<file path="src/rtl/mem_arb_pkg.sv">
// Shared types and default widths for the CPU/VGA RAM port arbiter.
package mem_arb_pkg;

    localparam int ADDR_W_DEF = 19;
    localparam int DATA_W_DEF = 19;

    typedef enum logic [1:0] {
        C_IDLE  = 2'd0,
        C_BYTE1 = 2'd1,
        C_RWAIT = 2'd2
    } cpu_state_t;

    typedef enum logic [1:0] {
        NONE   = 2'd0,
        VGA    = 2'd1,
        CPU_LO = 2'd2,
        CPU_HI = 2'd3
    } rd_tag_t;

endpackage

</file>
<file path="src/rtl/mem_arbiter_if.sv">
// Bundle of CPU, VGA and RAM-port signals around the arbiter.
interface mem_arbiter_if
    import mem_arb_pkg::*;
#(
    parameter int ADDR_W = ADDR_W_DEF,
    parameter int DATA_W = DATA_W_DEF
);
    // cpu_req is held stable until the cycle in which cpu_stall is low; that
    // edge completes the access. vga_req has no backpressure: a grant returns
    // vga_valid/vga_pixel exactly one cycle later, a loss is simply dropped.
    logic              cpu_req;
    logic              cpu_we;
    logic              cpu_two_byte;
    logic [ADDR_W-1:0] cpu_addr;
    logic [DATA_W-1:0] cpu_wdata;
    logic              cpu_stall;
    logic              cpu_rvalid;
    logic [DATA_W-1:0] cpu_rdata;
    logic              vga_req;
    logic [ADDR_W-1:0] vga_addr;
    logic              vga_valid;
    logic [7:0]        vga_pixel;
    logic [ADDR_W-1:0] ram_addr;
    logic              ram_we;
    logic [7:0]        ram_wdata;
    logic [7:0]        ram_rdata;
    cpu_state_t        state_dbg;

    modport slave (
        input  cpu_req, cpu_we, cpu_two_byte, cpu_addr, cpu_wdata,
        output cpu_stall, cpu_rvalid, cpu_rdata,
        input  vga_req, vga_addr,
        output vga_valid, vga_pixel,
        output ram_addr, ram_we, ram_wdata,
        input  ram_rdata,
        output state_dbg
    );

    modport master (
        output cpu_req, cpu_we, cpu_two_byte, cpu_addr, cpu_wdata,
        input  cpu_stall, cpu_rvalid, cpu_rdata,
        output vga_req, vga_addr,
        input  vga_valid, vga_pixel,
        input  ram_addr, ram_we, ram_wdata,
        output ram_rdata,
        input  state_dbg
    );

endinterface

</file>
<file path="src/rtl/arb_starve_counter.sv">
// Counts consecutive CPU arbitration losses, saturating at LIMIT (LIMIT >= 1).
module arb_starve_counter #(
    parameter int LIMIT = 8
) (
    input  logic clk,
    input  logic reset,
    input  logic inc,
    input  logic clear,
    output logic at_limit
);
    localparam int CW = $clog2(LIMIT + 1);
    localparam logic [CW-1:0] LIMIT_V = CW'(LIMIT);

    logic [CW-1:0] cnt;

    always_ff @(posedge clk or posedge reset) begin
        if (reset) begin
            cnt <= '0;
        end else if (clear) begin
            cnt <= '0;
        end else if (inc && cnt != LIMIT_V) begin
            cnt <= cnt + CW'(1);
        end
    end

    assign at_limit = (cnt == LIMIT_V);

endmodule

</file>
<file path="src/rtl/mem_arbiter.sv">
// Single-port byte RAM arbiter: CPU memory stage vs. VGA scan-out, VGA
// preferred, with a bounded CPU starvation window.
module mem_arbiter
    import mem_arb_pkg::*;
#(
    parameter int ADDR_W       = ADDR_W_DEF,
    parameter int DATA_W       = DATA_W_DEF,
    parameter int STARVE_LIMIT = 8
) (
    input  logic          clk,
    input  logic          reset,
    mem_arbiter_if.slave  bus
);
    cpu_state_t        state, state_nxt;
    rd_tag_t           rd_tag, rd_tag_nxt;
    logic [7:0]        lo_q;
    logic              cpu_elig, vga_elig, cpu_win, vga_win, cpu_lose;
    logic              at_limit, hi_byte, final_byte, wr_ack, rd_ack;
    logic [ADDR_W-1:0] cpu_byte_addr;
    logic              unused_wdata_hi;

    // Grants are masked during reset so a held request cannot write mid-reset.
    assign hi_byte       = (state == C_BYTE1);
    assign final_byte    = hi_byte | ~bus.cpu_two_byte;
    assign cpu_elig      = ~reset & bus.cpu_req & (state == C_IDLE || state == C_BYTE1);
    assign vga_elig      = ~reset & bus.vga_req;
    assign cpu_win       = cpu_elig & (~vga_elig | at_limit);
    assign vga_win       = vga_elig & ~cpu_win;
    assign cpu_lose      = cpu_elig & ~cpu_win;
    assign cpu_byte_addr = bus.cpu_addr + ADDR_W'(hi_byte);
    assign wr_ack        = cpu_win & bus.cpu_we & final_byte;
    assign rd_ack        = ~reset & bus.cpu_req & (state == C_RWAIT);
    assign unused_wdata_hi = ^bus.cpu_wdata[DATA_W-1:16];

    arb_starve_counter #(.LIMIT(STARVE_LIMIT)) u_starve (
        .clk      (clk),
        .reset    (reset),
        .inc      (cpu_lose),
        .clear    (~cpu_lose),
        .at_limit (at_limit)
    );

    always_comb begin
        bus.ram_addr  = '0;
        bus.ram_we    = 1'b0;
        bus.ram_wdata = '0;
        if (cpu_win) begin
            bus.ram_addr  = cpu_byte_addr;
            bus.ram_we    = bus.cpu_we;
            bus.ram_wdata = hi_byte ? bus.cpu_wdata[15:8] : bus.cpu_wdata[7:0];
        end else if (vga_win) begin
            bus.ram_addr = bus.vga_addr;
        end
    end

    always_comb begin
        bus.cpu_stall  = ~reset & bus.cpu_req & ~(wr_ack | rd_ack);
        bus.cpu_rvalid = rd_ack;
        bus.cpu_rdata  = '0;
        if (rd_ack) begin
            bus.cpu_rdata = bus.cpu_two_byte ? DATA_W'({bus.ram_rdata, lo_q})
                                             : DATA_W'(bus.ram_rdata);
        end
        bus.vga_valid = (rd_tag == VGA);
        bus.vga_pixel = (rd_tag == VGA) ? bus.ram_rdata : 8'h00;
        bus.state_dbg = state;
    end

    always_comb begin
        state_nxt  = state;
        rd_tag_nxt = NONE;
        if (vga_win) begin
            rd_tag_nxt = VGA;
        end else if (cpu_win && !bus.cpu_we) begin
            rd_tag_nxt = hi_byte ? CPU_HI : CPU_LO;
        end
        case (state)
            C_IDLE: begin
                if (cpu_win) begin
                    if (bus.cpu_two_byte) state_nxt = C_BYTE1;
                    else                  state_nxt = bus.cpu_we ? C_IDLE : C_RWAIT;
                end
            end
            C_BYTE1: begin
                if (!bus.cpu_req)  state_nxt = C_IDLE;
                else if (cpu_win)  state_nxt = bus.cpu_we ? C_IDLE : C_RWAIT;
            end
            C_RWAIT: state_nxt = C_IDLE;
            default: state_nxt = C_IDLE;
        endcase
    end

    // A dropped request discards an in-flight low byte rather than capturing it.
    always_ff @(posedge clk or posedge reset) begin
        if (reset) begin
            state  <= C_IDLE;
            rd_tag <= NONE;
            lo_q   <= '0;
        end else begin
            state  <= state_nxt;
            rd_tag <= rd_tag_nxt;
            if (rd_tag == CPU_LO && bus.cpu_req) begin
                lo_q <= bus.ram_rdata;
            end
        end
    end

endmodule

</file>
<file path="src/flat_wrapper.sv">
// flat-port wrapper written by rule: the top's interface ports become plain ports
module mem_arbiter_flat import mem_arb_pkg::*;
#(
    parameter int ADDR_W       = ADDR_W_DEF,
    parameter int DATA_W       = DATA_W_DEF,
    parameter int STARVE_LIMIT = 8
)
  (clk, reset, bus_cpu_req, bus_cpu_we, bus_cpu_two_byte, bus_cpu_addr, bus_cpu_wdata, bus_cpu_stall, bus_cpu_rvalid, bus_cpu_rdata, bus_vga_req, bus_vga_addr, bus_vga_valid, bus_vga_pixel, bus_ram_addr, bus_ram_we, bus_ram_wdata, bus_ram_rdata, bus_state_dbg);
  mem_arbiter_if #(.ADDR_W(ADDR_W), .DATA_W(DATA_W)) bus_i ();
  input  logic clk;
  input  logic reset;
  input wire logic [$bits(bus_i.cpu_req)-1:0] bus_cpu_req;
  input wire logic [$bits(bus_i.cpu_we)-1:0] bus_cpu_we;
  input wire logic [$bits(bus_i.cpu_two_byte)-1:0] bus_cpu_two_byte;
  input wire logic [$bits(bus_i.cpu_addr)-1:0] bus_cpu_addr;
  input wire logic [$bits(bus_i.cpu_wdata)-1:0] bus_cpu_wdata;
  output wire logic [$bits(bus_i.cpu_stall)-1:0] bus_cpu_stall;
  output wire logic [$bits(bus_i.cpu_rvalid)-1:0] bus_cpu_rvalid;
  output wire logic [$bits(bus_i.cpu_rdata)-1:0] bus_cpu_rdata;
  input wire logic [$bits(bus_i.vga_req)-1:0] bus_vga_req;
  input wire logic [$bits(bus_i.vga_addr)-1:0] bus_vga_addr;
  output wire logic [$bits(bus_i.vga_valid)-1:0] bus_vga_valid;
  output wire logic [$bits(bus_i.vga_pixel)-1:0] bus_vga_pixel;
  output wire logic [$bits(bus_i.ram_addr)-1:0] bus_ram_addr;
  output wire logic [$bits(bus_i.ram_we)-1:0] bus_ram_we;
  output wire logic [$bits(bus_i.ram_wdata)-1:0] bus_ram_wdata;
  input wire logic [$bits(bus_i.ram_rdata)-1:0] bus_ram_rdata;
  output wire logic [$bits(bus_i.state_dbg)-1:0] bus_state_dbg;
  assign bus_i.cpu_req = bus_cpu_req;
  assign bus_i.cpu_we = bus_cpu_we;
  assign bus_i.cpu_two_byte = bus_cpu_two_byte;
  assign bus_i.cpu_addr = bus_cpu_addr;
  assign bus_i.cpu_wdata = bus_cpu_wdata;
  assign bus_cpu_stall = bus_i.cpu_stall;
  assign bus_cpu_rvalid = bus_i.cpu_rvalid;
  assign bus_cpu_rdata = bus_i.cpu_rdata;
  assign bus_i.vga_req = bus_vga_req;
  assign bus_i.vga_addr = bus_vga_addr;
  assign bus_vga_valid = bus_i.vga_valid;
  assign bus_vga_pixel = bus_i.vga_pixel;
  assign bus_ram_addr = bus_i.ram_addr;
  assign bus_ram_we = bus_i.ram_we;
  assign bus_ram_wdata = bus_i.ram_wdata;
  assign bus_i.ram_rdata = bus_ram_rdata;
  assign bus_state_dbg = bus_i.state_dbg;
  mem_arbiter #(.ADDR_W(ADDR_W), .DATA_W(DATA_W), .STARVE_LIMIT(STARVE_LIMIT)) u_core (.clk(clk), .reset(reset), .bus(bus_i));
endmodule
</file>
<file path="config.mk">
export PLATFORM = sky130hd
export DESIGN_NAME = mem_arbiter_flat
export DESIGN_NICKNAME = d
export VERILOG_FILES = /design/src/rtl/mem_arb_pkg.sv /design/src/rtl/mem_arbiter_if.sv /design/src/rtl/arb_starve_counter.sv /design/src/rtl/mem_arbiter.sv /design/src/flat_wrapper.sv
export SDC_FILE = /design/constraint.sdc
export NUM_CORES = 1
export LEC_CHECK = 0
export BUFFER_PORTS_ARGS = -buffer_cell sky130_fd_sc_hd__buf_4
export CORE_MARGIN = 2
export CORE_UTILIZATION = 36
export DETAILED_ROUTE_END_ITERATION = 10
export PLACE_DENSITY_LB_ADDON = 0.1
export SETUP_SLACK_MARGIN = 0.2
export SYNTH_ARGS = -nofsm -noshare
export SYNTH_HDL_FRONTEND = slang
export SYNTH_SLANG_ARGS = --single-unit
</file>
<file path="constraint.sdc">
create_clock -name clk -period 2.4 [get_ports clk]
set_input_delay 0.36 -clock clk [delete_from_list [all_inputs] [get_ports clk]]
set_output_delay 0.36 -clock clk [all_outputs]
set_load 0.03 [all_outputs]
</file>
[Word-level counts from Yosys, hierarchy flattened]
Index checks and enable logic that the tools add are counted.
Cells by class
  add/sub/neg operators: 2
  equality and inequality tests: 9
  multiplexer cells: 19
  bitwise gates (word level): 18
  reductions and logical operators: 7
Operators with widths (number)
  19-bit 2-to-1 mux: 3
  8-bit 2-to-1 mux: 3
  19-bit by 1-bit adder with 19-bit output: 1
  16-bit 2-to-1 mux: 1
  2-bit 2-to-1 mux: 7
  1-bit bitwise AND: 10
  4-bit 2-to-1 mux: 2
  1-bit inverter: 5
  4-bit by 1-bit adder with 4-bit output, second input constant: 1
  2-bit by 1-bit equality test with 1-bit output, second input constant: 2
  2-bit equality test, second input constant: 2
  4-bit equality test, second input constant: 1
  2-bit by 1-bit inequality test with 1-bit output, second input constant: 2
  4-bit inequality test, second input constant: 1
  2-bit one-hot mux with 2 select lines: 1
  1-bit logical AND: 3
  3-bit by 2-bit inequality test with 1-bit output, second input constant: 1
  1-bit OR: 3
  2-bit logical NOT: 1
  1-bit 2-to-1 mux: 2
  2-bit AND reduction: 1
  1-bit logical NOT: 1
  1-bit logical OR: 1
Storage, ports and cells
  flip-flop bits (word level): 16
  bits of input ports: 71
  output and inout bits: 60
  word-level logic and storage cells: 59

[Depth between registers and ports, before layout]
Gate-level depths: netlist of run 1.
  word-level depth: 10
  depth in mapped cells: 9
  mapped depth without buffers: 9

[Hierarchy]
From an unflattened synthesis of run 1, not the netlist that was laid out.
Second synthesis, totals
  cell total of the unflattened synthesis: 226
  area total of the unflattened synthesis: 1731.7 um^2
By module, submodules not included
  mem_arbiter: instances 1, cells each 201, area an instance 1495.2 um^2, sequential area each 300.3 um^2
  arb_starve_counter: instances 1, cells each 25, area an instance 236.5 um^2, sequential area each 100.1 um^2

[Worst setup path before layout of run 1]
Ideal clock, no wire load.
  path kind: register to output
  start point: register u_core.state[1], in the netlist u_core.bus.state_dbg[1]
  end point: output port bus_ram_addr[18]
  arrival time: 2.693 ns
  data required time: 2.040 ns
  setup slack: -0.653 ns
  stages on the path, launching flop included: 10
  path buffers: 0
  cells stage by stage: dfrtp_1 -> inv_1 -> nand2_1 -> clkinv_1 -> ha_1 -> ha_1 -> nand2_2 -> or3_4 -> or4_1 -> o211ai_1
On the way
  longest elaborated chain between the ends: 8
RTL lines
  start: declaration: line mem_arbiter.sv:14  | cpu_state_t state, state_nxt;
  start signal: assignment: line mem_arbiter.sv:100  | state <= state_nxt;
  parallel branches: the longest is 7 deep, another holds 19-bit by 1-bit adder with 19-bit output
  19-bit 2-to-1 mux (*): line mem_arbiter.sv:47  | if (cpu_win) begin
  end: declaration: line flat_wrapper.sv:24  | output wire logic [$bits(bus_i.ram_addr)-1:0] bus_ram_addr;
Every way passes the cells marked *.

[Worst setup path in the final report of run 1]
Same ends and word-level chain as after synthesis.

==> flow_summary_export.csv, run 1 <==
group,metric,value,unit
layout,final_net_count,452,
global_routing,grt_usage,0.210,
clocking,cts_tree,"built",
clocking,clk-insertion-delay-late,0.26,ns
routing,drt_iter0_drc,48,
yosys,yosysTopAreaCell,"dfrtp_1",
min_path,min_path_type,"in -> async",
critical_path,cp_max_fo,4,
timing,period_minus_slack,2.66,ns
power_and_ir_drop,peakVddDrop,0.283,mV
clocking,clockRootBuffer,"clkbuf_8",
clocking,clock_path_buffers,2,
routing,met1Wirelength,2440,um
yosys,synth-seq-cells,16,
yosys,ys.flop_type,"dfrtp_1",
clocking,numCtsBuffers,3,
yosys,ys_types,43,
layout,drive_above_1_share,0.574,
routing,remaining_drc_errors,0,
layout,synthToLayoutAreaGrowth,99.7,%
yosys,yosysSeqAreaShare,0.239,
outcome,violations,"negative setup slack",
routing,totalWireLength,6650,um
place,placed_area,2830,um^2
global_routing,grt.overflow.total,0,
routing,first_pass_iters,4,
global_routing,grt_pass1_vias,1970,
critical_path,crit_path_start_kind,"flop",
yosys,avgSynthCellArea,7.54,um^2
timing,relSlewSlack,0.573,
timing,whs,0.216,ns
yosys,synth_top_area_share,0.239,
yosys,ys_top_cells_by_area,"dfrtp_1, nand2_1, xnor2_1",
layout,fin_area,3340,um^2
place,dp_hpwl,4330,um
critical_path,crit_arrival,2.30,ns
place,io_buffers,124,
die,core-area,4410,um^2
die,row_count,24,
power_and_ir_drop,pwr_density_cell,329,nW/um^2
flow_run,drv_cap,0,
routing,highest_layer,"met4",
layout,final_common_cell,"buf_4",
die,die_h,72.2,um
timing,finalWorstSetupSlack,-0.261,ns
timing,setup_viol,12,
critical_path,endpoint_kind,"output port",
timing,rsz0062_at_grt,"true",
routing,wire_per_inst,15.5,um
clocking,path_clk_slew,0.06,ns
timing,drv_slew,0,
yosys,yosys_warnings,0,
layout,n_fill_cell,341,
die,initial_core_util,0.379,
die,io_pins,131,
place,gp_congestion,0.796,
die,die_area,5210,um^2
place,post-place-ws,0.0277,ns
die,die_x,72.2,um
yosys,synth-edff-count,0,
yosys,synth_area,1670,um^2
routing,antenna_left,0,
yosys,syn-instance-count,222,
timing,worst-slew-pin-transition,0.640,ns
yosys,postSynth.asyncResetShare,1.00,
global_routing,grt_max_degree,20,
clocking,htree_levels,1,
critical_path,worstSetupPathType,"reg -> out",
timing,finClkSkew,0.00103,ns
clocking,hold_buffers,0,
power_and_ir_drop,power_leakage,1.64,nW
global_routing,antenna_found_initial,0,
critical_path,critPathRequiredTime,2.04,ns
routing,vias,2235,
routing,wl_met3,568,um
routing,viasPerCell,5.22,
timing,hold_violations,0,
layout,layout_common_cells,"buf_4, nand2_1, buf_6",
global_routing,grt_pass1_wl,8800,um
timing,fmax,376,MHz
outcome,status,"complete, but fails checks",
routing,wl_met2,3490,um
layout,antennaDiodeCount,0,
clocking,cts_sinks,16,
timing,final.period_utilization,1.11,
final cells by class:
cell class | instances | area, um^2 | area share
well taps | 52 | 65.1 | 0.0195
flip-flops and latches | 16 | 403 | 0.121
repair buffers | 157 | 1310 | 0.392
inverters | 9 | 41.3 | 0.0124
multi-input cells | 190 | 1470 | 0.439
clock buffers | 4 | 55.1 | 0.0165
through the flow:
| stage | std cells | setup TNS (ns) | power, mW | util |
|---|---|---|---|---|
| floorplan | 224 | -0.319 | 0.579 | - |
| global placement | 406 | 0 | 0.775 | 0.641 |
| detailed placement | 406 | 0 | 0.784 | 0.641 |
| CTS | 416 | -0.457 | 1.06 | 0.698 |
| global route | 428 | -2.74 | 1.16 | 0.757 |
| finish | 428 | -1.43 | 1.10 | 0.757 |
state kept, by name, summed over array words and instances, names as in the netlist:
signal                count
u_core.lo_q               8
u_core.u_starve.cnt       4
u_core.bus.state_dbg      2
u_core.rd_tag             2
power by group:
part / total, mW / internal [mW] / switching [mW]
sequential: 0.327 / 0.308 / 0.0186
clock: 0.246 / 0.146 / 0.0997
combinational: 0.526 / 0.252 / 0.274
path summary, 6_finish.rpt:
check                                         from                 endpoint  slack [ns]  depth (start not counted)
setup / recovery           u_core.bus.state_dbg[1]         bus_ram_addr[18]       -0.26                         10
hold / removal                               reset   u_core.u_starve.cnt[1]        0.22                          2
setup reg to reg            u_core.u_starve.cnt[1]  u_core.bus.state_dbg[1]        0.52                          8
hold reg to reg                     u_core.lo_q[2]           u_core.lo_q[2]        0.51                          1
max in group asynchronous                    reset  u_core.bus.state_dbg[0]        1.73                          2
min in group clk                        bus_cpu_we         u_core.rd_tag[1]        0.29                          2
worst max-delay path: stages (launching register included):
cell and delay, ns:
dfrtp_2 0.42, inv_4 0.06, nand2_4 0.05, clkinv_4 0.05, ha_4 0.15, ha_4 0.15, nand2_4 0.05, or3_4 0.35
or4_1 0.48, o211ai_1 0.10, buf_4 0.19
cells by family (layout without fill, tap and decap cells):
family	after synthesis	after routing	synth area share
and+or+nand+nor	116	116	0.360
AOI/OAI and AO/OA	35	35	0.136
buffers and inverters	18	170	0.0471
xor gates and xnor gates	16	16	0.0837
muxes	16	16	0.102
DFF	16	16	0.239
adders and majority gates	4	4	0.0299
other	1	3	0.00224
cell usage after synthesis (2+ instances only):
| library cell | number |
|---|---|
| a21oi_1 | 10 |
| and3_1 | 9 |
| or4_1 | 2 |
| nor2_1 | 18 |
| mux2_2 | 8 |
| nand3b_1 | 2 |
| nor2b_1 | 2 |
| ha_1 | 4 |
| a22o_1 | 2 |
| o211ai_1 | 3 |
| mux2i_1 | 8 |
| nand2_1 | 43 |
| buf_4 | 3 |
| xnor2_1 | 13 |
| nand3_1 | 9 |
| and2_1 | 10 |
| xor2_1 | 3 |
| o21ai_1 | 2 |
| nor4_1 | 5 |
| o21ai_0 | 13 |
| nor3_1 | 3 |
| nand4_1 | 2 |
| inv_1 | 8 |
| clkbuf_1 | 6 |
| dfrtp_1 | 16 |
per-layer routing:
layer  track usage  vias up
met5             0        -
met4        0.0545        0
met3        0.0556       15
met2         0.377      104
met1         0.247     1035
li1              -     1081
repair_timing:
action / CTS / global route
endpoints found under the setup margin: 27 / 27
pin swaps: 13 / 13
gates cloned: 0 / 3
gates resized for setup: 27 / 43
buffers inserted: 6 / 9
(Power assumes the default switching activity.)
==> inputs of run 2 (changes only) <==
--- a/config.mk
+++ b/config.mk
@@ -6,11 +6,12 @@
 export NUM_CORES = 1
 export LEC_CHECK = 0
 export BUFFER_PORTS_ARGS = -buffer_cell sky130_fd_sc_hd__buf_4
-export CORE_MARGIN = 2
 export CORE_UTILIZATION = 36
 export DETAILED_ROUTE_END_ITERATION = 10
 export PLACE_DENSITY_LB_ADDON = 0.1
+export REMOVE_ABC_BUFFERS = 1
 export SETUP_SLACK_MARGIN = 0.2
 export SYNTH_ARGS = -nofsm -noshare
 export SYNTH_HDL_FRONTEND = slang
 export SYNTH_SLANG_ARGS = --single-unit
+export TNS_END_PERCENT = 5
==> flow_summary_export.csv, run 2 (same netlist as run 1, synthesis figures left out) <==
group,metric,value,unit
layout,regMostFlops,"u_core.lo_q",
layout,antennaDiodeCount,0,
die,die_area,4930,um^2
clocking,path_clk_slew,0.07,ns
timing,rsz0062_at_grt,"true",
place,dp_cells,404,
timing,fmax,380,MHz
place,gp_congestion,0.780,
routing,antenna_left,0,
global_routing,grt_max_degree,20,
routing,viasPerCell,5.05,
timing,finClkSkew,0.00277,ns
clocking,htree_levels,1,
power_and_ir_drop,total_power,1.02,mW
layout,drive_above_1_share,0.503,
clocking,numCtsBuffers,3,
outcome,status,"complete, but fails checks",
outcome,violations,"negative setup slack",
timing,finalWorstSetupSlack,-0.230,ns
power_and_ir_drop,p_seq_frac,0.318,
clocking,clockRootBuffer,"clkbuf_8",
global_routing,grt.overflow.total,0,
clocking,clk-insertion-delay-late,0.25,ns
die,initial_core_util,0.379,
critical_path,crit_arrival,2.27,ns
layout,reg_top3,"u_core.lo_q (8), u_core.u_starve.cnt (4)",
global_routing,grt_usage,0.223,
die,row_count,24,
layout,layout_common_cells,"buf_4, nand2_1, nor2_1",
timing,relSlewSlack,0.585,
layout,final_net_count,434,
timing,worst-slew-pin-transition,0.622,ns
place,placed_area,2730,um^2
layout,fin_area,2950,um^2
power_and_ir_drop,clockPowerShare,0.238,
power_and_ir_drop,power_leakage,1.46,nW
routing,vias,2072,
layout,largest_reg_flops,8,
min_path,min_path_type,"in -> async",
die,io_pins,131,
place,dp_hpwl,4100,um
routing,totalWireLength,5330,um
timing,final.period_utilization,1.10,
power_and_ir_drop,swShare,0.346,
clocking,clock_path_buffers,2,
routing,first_pass_iters,4,
layout,final_common_cell,"buf_4",
timing,drv_slew,0,
global_routing,antenna_found_initial,0,
routing,drt_iter0_drc,55,
timing,hold_violations,0,
power_and_ir_drop,peakVddDrop,0.250,mV
timing,setup_viol,2,
die,die_h,70.2,um
critical_path,cp_max_fo,4,
power_and_ir_drop,pwr_density_cell,347,nW/um^2
layout,fin_cells,410,
critical_path,critPathRequiredTime,2.04,ns
critical_path,crit_path_start_kind,"flop",
global_routing,grt_pass1_wl,8990,um
clocking,cts_tree,"built",
power_and_ir_drop,p_int,0.670,mW
power_and_ir_drop,switchingPower,0.354,mW
routing,remaining_drc_errors,0,
clocking,cts_sinks,16,
clocking,hold_buffers,0,
flow_run,drv_cap,0,
place,io_buffers,124,
power_and_ir_drop,p_comb_frac,0.444,
layout,finalCoreUtilization,0.669,
layout,synthToLayoutAreaGrowth,76.5,%
critical_path,worstSetupPathType,"reg -> out",
critical_path,endpoint_kind,"output port",
global_routing,grt_pass1_vias,2047,
die,core-area,4410,um^2
die,die_x,70.2,um
routing,wire_per_inst,13.0,um
timing,period_minus_slack,2.63,ns
[run 2: worst max-delay path: stages, from the launching register on]
cell and delay [ns]:
dfrtp_1 0.39, inv_2 0.07, nand2_2 0.06, clkinv_2 0.06, ha_4 0.14, ha_4 0.14, nand2_2 0.06, or3_4 0.34
or4_1 0.47, o211ai_1 0.09, buf_4 0.18
[run 2: path summary, 6_finish.rpt]
| path | start | end | slack, ns | cells past startpoint |
|---|---|---|---|---|
| worst max-delay path | u_core.bus.state_dbg[1] | bus_ram_addr[18] | -0.23 | 10 |
| min in group clk | bus_cpu_we | u_core.bus.state_dbg[1] | 0.29 | 2 |
| max in group asynchronous | reset | u_core.lo_q[0] | 1.79 | 2 |
| worst max register to register | u_core.u_starve.cnt[0] | u_core.rd_tag[0] | 0.78 | 7 |
| worst min-delay path | reset | u_core.bus.state_dbg[1] | 0.21 | 2 |
| worst min register to register | u_core.u_starve.cnt[0] | u_core.u_starve.cnt[0] | 0.50 | 1 |
[run 2: metal layers]
metal / routed length (um) / GRT usage / up-vias
met3: 377 / 0.0534 / 7
met5: 0 / 0 / -
li1: - / - / 1044
met2: 2690 / 0.402 / 81
met1: 2190 / 0.271 / 940
met4: 65 / 0.0378 / 0
[run 2: area by class of cell]
| class | instances | area, um^2 |
|---|---|---|
| clock buffers | 4 | 55.1 |
| fillers | 397 | 1460 |
| inverters | 9 | 37.5 |
| multi-input cells | 190 | 1330 |
| flip-flops and latches | 16 | 400 |
| well taps | 52 | 65.1 |
| repair buffers | 139 | 1070 |
[run 2: power groups by stage]
| stage | registers, mW | logic [mW] | clock network, mW |
|---|---|---|---|
| after floorplan | 0.330 | 0.222 | 0 |
| after global placement | 0.327 | 0.429 | 0 |
| after detailed placement | 0.330 | 0.433 | 0 |
| after CTS | 0.326 | 0.450 | 0.249 |
| after global routing | 0.330 | 0.493 | 0.268 |
| final | 0.326 | 0.454 | 0.244 |
[run 2: stage by stage]
step | setup slack [ns] | hold slack [ns] | setup TNS, ns
after floorplan | -0.653 | 0.274 | -8.99
after global placement | 0.00572 | 0.477 | 0
after detailed placement | -0.0454 | 0.494 | -0.0574
after CTS | -0.217 | 0.225 | -0.429
after global routing | -0.343 | 0.251 | -0.942
final | -0.230 | 0.208 | -0.425
[run 2: timing repair]
action | CTS | global route
resized for setup | 28 | 12
buffers inserted | 2 | 0
pin swaps | 10 | 9
setup endpoints to repair | 19 | 30
